===== src/rtl/ingress_port_arbiter_pkg.sv =====
// Shared definitions for the ingress port arbiter: FSM state encodings,
// default sideband widths and the one-hot to index helper.
package ingress_port_arbiter_pkg;

    localparam int C_DEF_DATA_WIDTH     = 64;
    localparam int C_DEF_LEN_DATA_WIDTH = 16;
    localparam int C_DEF_SPT_DATA_WIDTH = 8;
    localparam int C_DEF_NUM_PORTS      = 4;

    typedef logic [2:0] arb_state_t;

    // One-hot state encoding kept as plain constants for legacy tools.
    localparam logic [2:0] ARB_IDLE = 3'b001;
    localparam logic [2:0] ARB_XFER = 3'b010;
    localparam logic [2:0] ARB_GAP  = 3'b100;

    // Converts a one-hot vector (up to 32 bits) into its bit index.
    // An all-zero vector maps to index 0.
    function automatic logic [4:0] onehot_to_idx(input logic [31:0] onehot);
        logic [4:0] idx;
        idx = 5'd0;
        for (int i = 0; i < 32; i++) begin
            idx = idx | (onehot[i] ? 5'(i) : 5'd0);
        end
        return idx;
    endfunction

endpackage


===== src/rtl/ingress_port_arbiter_rr_pick.sv =====
// Combinational round-robin selector: returns the first requesting port
// strictly after last_grant_i, wrapping from the top port back to port 0.
module rr_pick
    import ingress_port_arbiter_pkg::*;
#(
    parameter int NUM_PORTS = C_DEF_NUM_PORTS
) (
    input  logic [NUM_PORTS-1:0] req_i,
    input  logic [NUM_PORTS-1:0] last_grant_i,
    output logic [NUM_PORTS-1:0] pick_o
);

    logic found_s;
    logic hit_s;

    // Scan the ports in rotated order starting after the previous owner.
    always_comb begin
        pick_o  = '0;
        found_s = 1'b0;
        hit_s   = 1'b0;
        for (int j = 0; j < NUM_PORTS; j++) begin
            for (int k = 1; k <= NUM_PORTS; k++) begin
                hit_s = last_grant_i[j] & ~found_s & req_i[(j + k) % NUM_PORTS];
                pick_o[(j + k) % NUM_PORTS] = pick_o[(j + k) % NUM_PORTS] | hit_s;
                found_s = found_s | hit_s;
            end
        end
    end

endmodule


===== src/rtl/ingress_port_arbiter.sv =====
// Ingress port arbiter: merges NUM_PORTS ingress FIFO pairs (data + length)
// into a single parser-facing stream, one whole packet at a time, with
// round-robin fairness and a fixed one-cycle gap after each packet.
// Optional feature: define ARB_PKT_CNT_EN to add per-port packet counters
// on output pkt_cnt.
module ingress_port_arbiter
    import ingress_port_arbiter_pkg::*;
#(
    parameter int C_AXIS_DATA_WIDTH     = C_DEF_DATA_WIDTH,
    parameter int C_AXIS_LEN_DATA_WIDTH = C_DEF_LEN_DATA_WIDTH,
    parameter int C_AXIS_SPT_DATA_WIDTH = C_DEF_SPT_DATA_WIDTH,
    parameter int NUM_PORTS             = C_DEF_NUM_PORTS
) (
    input  logic                                   asclk,
    input  logic                                   aresetn,
    input  logic [NUM_PORTS*C_AXIS_DATA_WIDTH-1:0]   in_data,
    input  logic [NUM_PORTS*C_AXIS_DATA_WIDTH/8-1:0] in_strb,
    input  logic [NUM_PORTS-1:0]                   in_last,
    input  logic [NUM_PORTS-1:0]                   in_empty,
    input  logic [NUM_PORTS-1:0]                   in_user_empty,
    input  logic [NUM_PORTS*C_AXIS_LEN_DATA_WIDTH-1:0] in_len,
    output logic [NUM_PORTS-1:0]                   in_rd_en,
    output logic [NUM_PORTS-1:0]                   in_user_rd_en,
    output logic [C_AXIS_DATA_WIDTH-1:0]           tx_data,
    output logic [C_AXIS_DATA_WIDTH/8-1:0]         tx_strb,
    output logic                                   tx_valid,
    output logic                                   tx_last,
    output logic [C_AXIS_LEN_DATA_WIDTH-1:0]       tx_len_data,
    output logic [C_AXIS_SPT_DATA_WIDTH-1:0]       tx_spt_data,
    output logic                                   fifo_empty,
    input  logic                                   fifo_rd_en,
    input  logic                                   tx_user_rd_en,
    output logic [NUM_PORTS-1:0]                   grant,
    output logic                                   busy
`ifdef ARB_PKT_CNT_EN
    ,
    output logic [NUM_PORTS*32-1:0]                pkt_cnt
`endif
);

    localparam int IDX_W  = (NUM_PORTS > 1) ? $clog2(NUM_PORTS) : 1;
    localparam int STRB_W = C_AXIS_DATA_WIDTH / 8;
    // Port 0 must win the first arbitration after reset.
    localparam logic [NUM_PORTS-1:0] LAST_GRANT_RST = {1'b1, {(NUM_PORTS-1){1'b0}}};

    arb_state_t                 state_q, state_d;
    logic [NUM_PORTS-1:0]       grant_q, grant_d;
    logic [NUM_PORTS-1:0]       last_grant_q, last_grant_d;
    logic [NUM_PORTS-1:0]       elig_s;
    logic [NUM_PORTS-1:0]       pick_s;
    logic [NUM_PORTS-1:0]       pop_s;
    logic [IDX_W-1:0]           gidx_s;
    logic                       xfer_s;
    logic                       pkt_done_s;

    logic [C_AXIS_DATA_WIDTH-1:0]     data_arr_s [NUM_PORTS];
    logic [STRB_W-1:0]                strb_arr_s [NUM_PORTS];
    logic [C_AXIS_LEN_DATA_WIDTH-1:0] len_arr_s  [NUM_PORTS];

    for (genvar p = 0; p < NUM_PORTS; p++) begin : g_unpack
        assign data_arr_s[p] = in_data[p*C_AXIS_DATA_WIDTH +: C_AXIS_DATA_WIDTH];
        assign strb_arr_s[p] = in_strb[p*STRB_W +: STRB_W];
        assign len_arr_s[p]  = in_len[p*C_AXIS_LEN_DATA_WIDTH +: C_AXIS_LEN_DATA_WIDTH];
    end

    // A port may be granted only when both its data and length heads exist.
    assign elig_s = ~in_empty & ~in_user_empty;

    rr_pick #(
        .NUM_PORTS    (NUM_PORTS)
    ) u_rr_pick (
        .req_i        (elig_s),
        .last_grant_i (last_grant_q),
        .pick_o       (pick_s)
    );

    assign gidx_s = IDX_W'(onehot_to_idx(32'(grant_q)));
    // Reset low blocks pops in the same cycle, so a reset mid-packet
    // leaves the rest of the packet untouched in the FIFO.
    assign xfer_s     = (state_q == ARB_XFER) & aresetn;
    assign pop_s      = xfer_s ? (grant_q & ~in_empty & {NUM_PORTS{fifo_rd_en}}) : '0;
    assign pkt_done_s = |(pop_s & in_last);

    assign in_rd_en = pop_s;
    assign grant    = grant_q;
    assign busy     = (state_q == ARB_XFER);

    // Route the owner's FIFO heads to the parser while a transfer is open.
    always_comb begin
        in_user_rd_en = '0;
        fifo_empty    = 1'b1;
        tx_valid      = 1'b0;
        tx_data       = '0;
        tx_strb       = '0;
        tx_last       = 1'b0;
        tx_len_data   = '0;
        tx_spt_data   = '0;
        if (xfer_s) begin
            in_user_rd_en = grant_q & ~in_user_empty & {NUM_PORTS{tx_user_rd_en}};
            fifo_empty    = in_empty[gidx_s];
            tx_valid      = ~in_empty[gidx_s];
            tx_data       = data_arr_s[gidx_s];
            tx_strb       = strb_arr_s[gidx_s];
            tx_last       = in_last[gidx_s];
            tx_len_data   = len_arr_s[gidx_s];
            tx_spt_data   = C_AXIS_SPT_DATA_WIDTH'(grant_q);
        end else begin
            in_user_rd_en = '0;
            fifo_empty    = 1'b1;
        end
    end

    // Packet-level arbitration FSM: pick, hold the grant to the last pop, then gap.
    always_comb begin
        state_d      = state_q;
        grant_d      = grant_q;
        last_grant_d = last_grant_q;
        case (state_q)
            ARB_IDLE: begin
                if (|elig_s) begin
                    state_d = ARB_XFER;
                    grant_d = pick_s;
                end else begin
                    state_d = ARB_IDLE;
                    grant_d = '0;
                end
            end
            ARB_XFER: begin
                if (pkt_done_s) begin
                    state_d      = ARB_GAP;
                    grant_d      = '0;
                    last_grant_d = grant_q;
                end else begin
                    state_d = ARB_XFER;
                    grant_d = grant_q;
                end
            end
            ARB_GAP: begin
                state_d = ARB_IDLE;
                grant_d = '0;
            end
            default: begin
                state_d      = ARB_IDLE;
                grant_d      = '0;
                last_grant_d = LAST_GRANT_RST;
            end
        endcase
    end

    // State, owner and round-robin pointer registers.
    always_ff @(posedge asclk) begin
        if (!aresetn) begin
            state_q      <= ARB_IDLE;
            grant_q      <= '0;
            last_grant_q <= LAST_GRANT_RST;
        end else begin
            state_q      <= state_d;
            grant_q      <= grant_d;
            last_grant_q <= last_grant_d;
        end
    end

`ifdef ARB_PKT_CNT_EN
    logic [31:0] cnt_q [NUM_PORTS];

    // Per-port completed-packet counters, wrapping naturally at 2^32.
    always_ff @(posedge asclk) begin
        if (!aresetn) begin
            for (int i = 0; i < NUM_PORTS; i++) begin
                cnt_q[i] <= 32'd0;
            end
        end else begin
            for (int i = 0; i < NUM_PORTS; i++) begin
                if (pop_s[i] & in_last[i]) begin
                    cnt_q[i] <= cnt_q[i] + 32'd1;
                end else begin
                    cnt_q[i] <= cnt_q[i];
                end
            end
        end
    end

    for (genvar p = 0; p < NUM_PORTS; p++) begin : g_cnt_out
        assign pkt_cnt[p*32 +: 32] = cnt_q[p];
    end
`endif

endmodule


===== config.mk =====
export PLATFORM = sky130hd
export DESIGN_NAME = ingress_port_arbiter
export DESIGN_NICKNAME = d
export VERILOG_FILES = /design/src/rtl/ingress_port_arbiter_pkg.sv /design/src/rtl/ingress_port_arbiter_rr_pick.sv /design/src/rtl/ingress_port_arbiter.sv
export SDC_FILE = /design/constraint.sdc
export NUM_CORES = 1
export LEC_CHECK = 0
export CAP_MARGIN = 20
export CORE_AREA = 4 4 183 185
export DETAILED_ROUTE_END_ITERATION = 6
export DIE_AREA = 0 0 187 189
export GPL_ROUTABILITY_DRIVEN = 1
export GPL_TIMING_DRIVEN = 0
export PLACE_DENSITY_LB_ADDON = 0.08
export REMOVE_ABC_BUFFERS = 1
export SYNTH_ARGS = -nofsm -noshare
export SYNTH_HDL_FRONTEND = slang
export SYNTH_HIERARCHICAL = 1
export SYNTH_SLANG_ARGS = --single-unit

===== constraint.sdc =====
create_clock -name asclk -period 1.85 [get_ports asclk]
set_input_delay 0.2775 -clock asclk [delete_from_list [all_inputs] [get_ports asclk]]
set_output_delay 0.2775 -clock asclk [all_outputs]
set_load 0.01 [all_outputs]

==> flow_metrics.tcl <==
set metrics [dict create \
    status "finished with violations" \
    violations "negative setup slack" \
    critPathKind "register to primary output" \
    period_minus_slack_ns 2.251 \
    preCtsSetupSlack_ns -1.463 \
    setup_violations 105 \
    area_growth_pct 160.8 \
    hold_depth 1 \
    setup_tns_ns -31.28 \
    ir_drop_uv 329.7 \
    yosysWarningCount 6 \
    hold_start "grant[2]" \
    ant_nets 0 \
    crit_start "state_q[0]" \
    stdcell_count 1521 \
    slowest_delay_ns 0.44 \
    multi_input_area_um2 4197 \
    seqPwrFrac_pct 9.7 \
    fp.dieH_um 189 \
    worstMarginPinSlew_ns 0.7385 \
    timing.rr.start "state_q[0]" \
    clock_skew_ns 0.003473 \
    route.vias.total 7263 \
    worstSkewPairLatency_ns 0.24 \
    antenna_found_initial 7 \
    path_cells "or3b_4 -> clkinv_8 -> nand2_8 -> buf_16 -> buf_12 -> a311oi_2 -> buf_2" \
    drc 0 \
    dieArea_um2 35340 \
    place_area_um2 9151 \
    required_ns 1.57 \
    clkTransAtPathRegs_ns 0.05 \
    finalHoldViolCount 0 \
    post-layout-total-power_mw 2.636 \
    hold_ws_ns 0.5526 \
    seqCellArea_um2 235.2 \
    cts_root_buf "clkbuf_16" \
    grt_pass1_vias 7364 \
    post_drt_wl_per_cell_um 24.99 \
    cp_num_cells 7 \
    die_w_um 187 \
    final_area_um2 10670 \
    pin_count 480 \
    slowest_stage "or3b_4" \
    layout.nets 1477 \
    syn_avg_cell_area_um2 6.460 \
    slew_headroom_pct 50.77 \
    hold_path.class "register to register" \
    cts_tree "yes" \
    async_flop_share_pct 0 \
    synth_edf_count 0 \
    place_congestion 0.7581 \
    clock_path_buffers 2 \
    grt_max_degree 62 \
    numCtsBuffers 3 \
    internal_power_mw 1.698 \
    grt_first_pass_wirelength_um 52060 \
    r2r_cells 8 \
    cp-start-kind "register" \
    p_leak_nw 4.004 \
    rows 66 \
    synth_seq_cells 11 \
    timing.final.crit_share_pct 121.7 \
    cts_hold_buf 0 \
    critPathTopFamily "buffers and inverters" \
    synth_top_flop_cell "dfxtp_1" \
    power.density_nw_per_um2 247.1 \
    p_clk_share_pct 15.3 \
    wl_um 38020 \
    max_freq_mhz 444.2 \
    grt-ovfl-total 0 \
    netlist_area_um2 4089 \
    critPathBufInv 4 \
    rsz0062_at_grt "true" \
    drtPass1Iterations 6 \
    fp.coreArea_um2 32040 \
    maxCapViolCount 0 \
    mostFrequentLayoutCell "clkdlybuf4s50_1" \
    clock-sinks 11 \
    mostFrequentLayoutCells "clkdlybuf4s50_1 (368), o21ai_0 (95), nand2_1 (92)" \
    swShare_pct 35.56 \
    p_comb_share_pct 75.0 \
    ys_types 45 \
    drive_gt1_share_pct 28.34 \
    htree_levels 1 \
    arrival_ns 1.97 \
    setup.worst_path.end_class "primary output" \
    dp_cells 1441 \
    drt-initial-drc-count 212 \
    fin_ws_ns -0.4014 \
    grtUsageTotal_pct 19.28 \
    initial_utilization_pct 12.76 \
    dp.final_hpwl_um 22520 \
    ys_seq_area_share_pct 5.386 \
    switchingPower_mw 0.9373 \
    fillers 3452 \
    via_per_inst 4.775 \
    slew_violations 0 \
    syn_inst 633 \
    final_core_util_pct 33.29 \
    port_buffers 475 \
    path_max_fanout 6 \
]
-- final cells by class --
class | instances | area share, %
Multi-Input combinational cell | 541 | 39.35
Clock buffer | 3 | 0.7039
Inverter | 3 | 0.2229
Sequential cell | 11 | 2.206
Timing Repair Buffer | 549 | 52.57
Tap cell | 408 | 4.787
Clock inverter | 1 | 0.04693
Antenna cell | 5 | 0.1173
-- sequential cells by signal, summed over array words and instances, names as in the netlist --
| name | flops |
|---|---|
| state_q | 3 |
| grant | 4 |
| last_grant_q | 4 |
-- Yosys cell counts, types with 2 or more instances --
master    instances  area share [%]
o21ai_0          95              12
nand2_1          94             8.6
a211oi_1         89              16
a311oi_1         89              19
nor2b_1          89              14
buf_2            40             4.9
clkbuf_1         28             2.6
buf_6            11             3.0
dfxtp_1          11             5.4
buf_4             9             1.7
nor3b_1           8             1.5
nor2_1            7            0.64
and3_1            5            0.76
a21boi_0          4            0.73
a22o_1            4            0.86
nand3b_1          4            0.73
nand4_1           4            0.61
a21oi_1           3            0.37
o211ai_1          3            0.55
a21o_1            2            0.37
and2_1            2            0.31
inv_1             2            0.18
nand2b_1          2            0.31
nand4b_1          2            0.43
nor3_1            2            0.24
nor4b_1           2            0.43
o22ai_1           2            0.31
o31a_2            2            0.49
or2b_1            2            0.37
-- cell families after synthesis --
kind of cell / Yosys count / synth area share (%)
AOI/OAI and AO/OA: 299 / 52.05
and+or+nand+nor: 230 / 29.84
buffers and inverters: 91 / 12.42
DFF: 11 / 5.386
xor gates and xnor gates: 1 / 0.2142
other: 1 / 0.09171
-- path summary, 6_finish.rpt --
check	to	slack [ns]
worst max-delay path	tx_data[47]	-0.40
worst min register to register	grant[2]	0.55
worst max register to register	grant[2]	0
worst min-delay path	grant[2]	0.55
-- what timing repair did --
action	in CTS	in global routing
endpoints found under the setup margin	114	113
buffers inserted	31	16
gates resized for setup	552	94
gates cloned	22	4
pin swaps	10	35
-- power by group through the flow --
stage          Combinational, mW  Clock, mW  Sequential, mW
6_report                    1.98      0.403           0.256
5_1_grt                     2.11      0.421           0.256
2_1_floorplan              0.476          0           0.301
3_3_place_gp                1.49          0           0.335
4_1_cts                     1.89      0.403           0.255
3_5_place_dp                1.55          0           0.276
-- per-layer routing --
| layer | GRT usage, % | wire (um) | share of wire, % | up-vias |
|---|---|---|---|---|
| li1 | - | - | - | 3428 |
| met1 | 22.14 | 15270 | 40 | 3492 |
| met2 | 36.28 | 19710 | 52 | 302 |
| met3 | 4.941 | 2268 | 6.0 | 39 |
| met4 | 3.641 | 750 | 2.0 | 2 |
| met5 | 0 | 13 | 0.034 | - |
No activity file was read; power rests on OpenSTA's default activity.
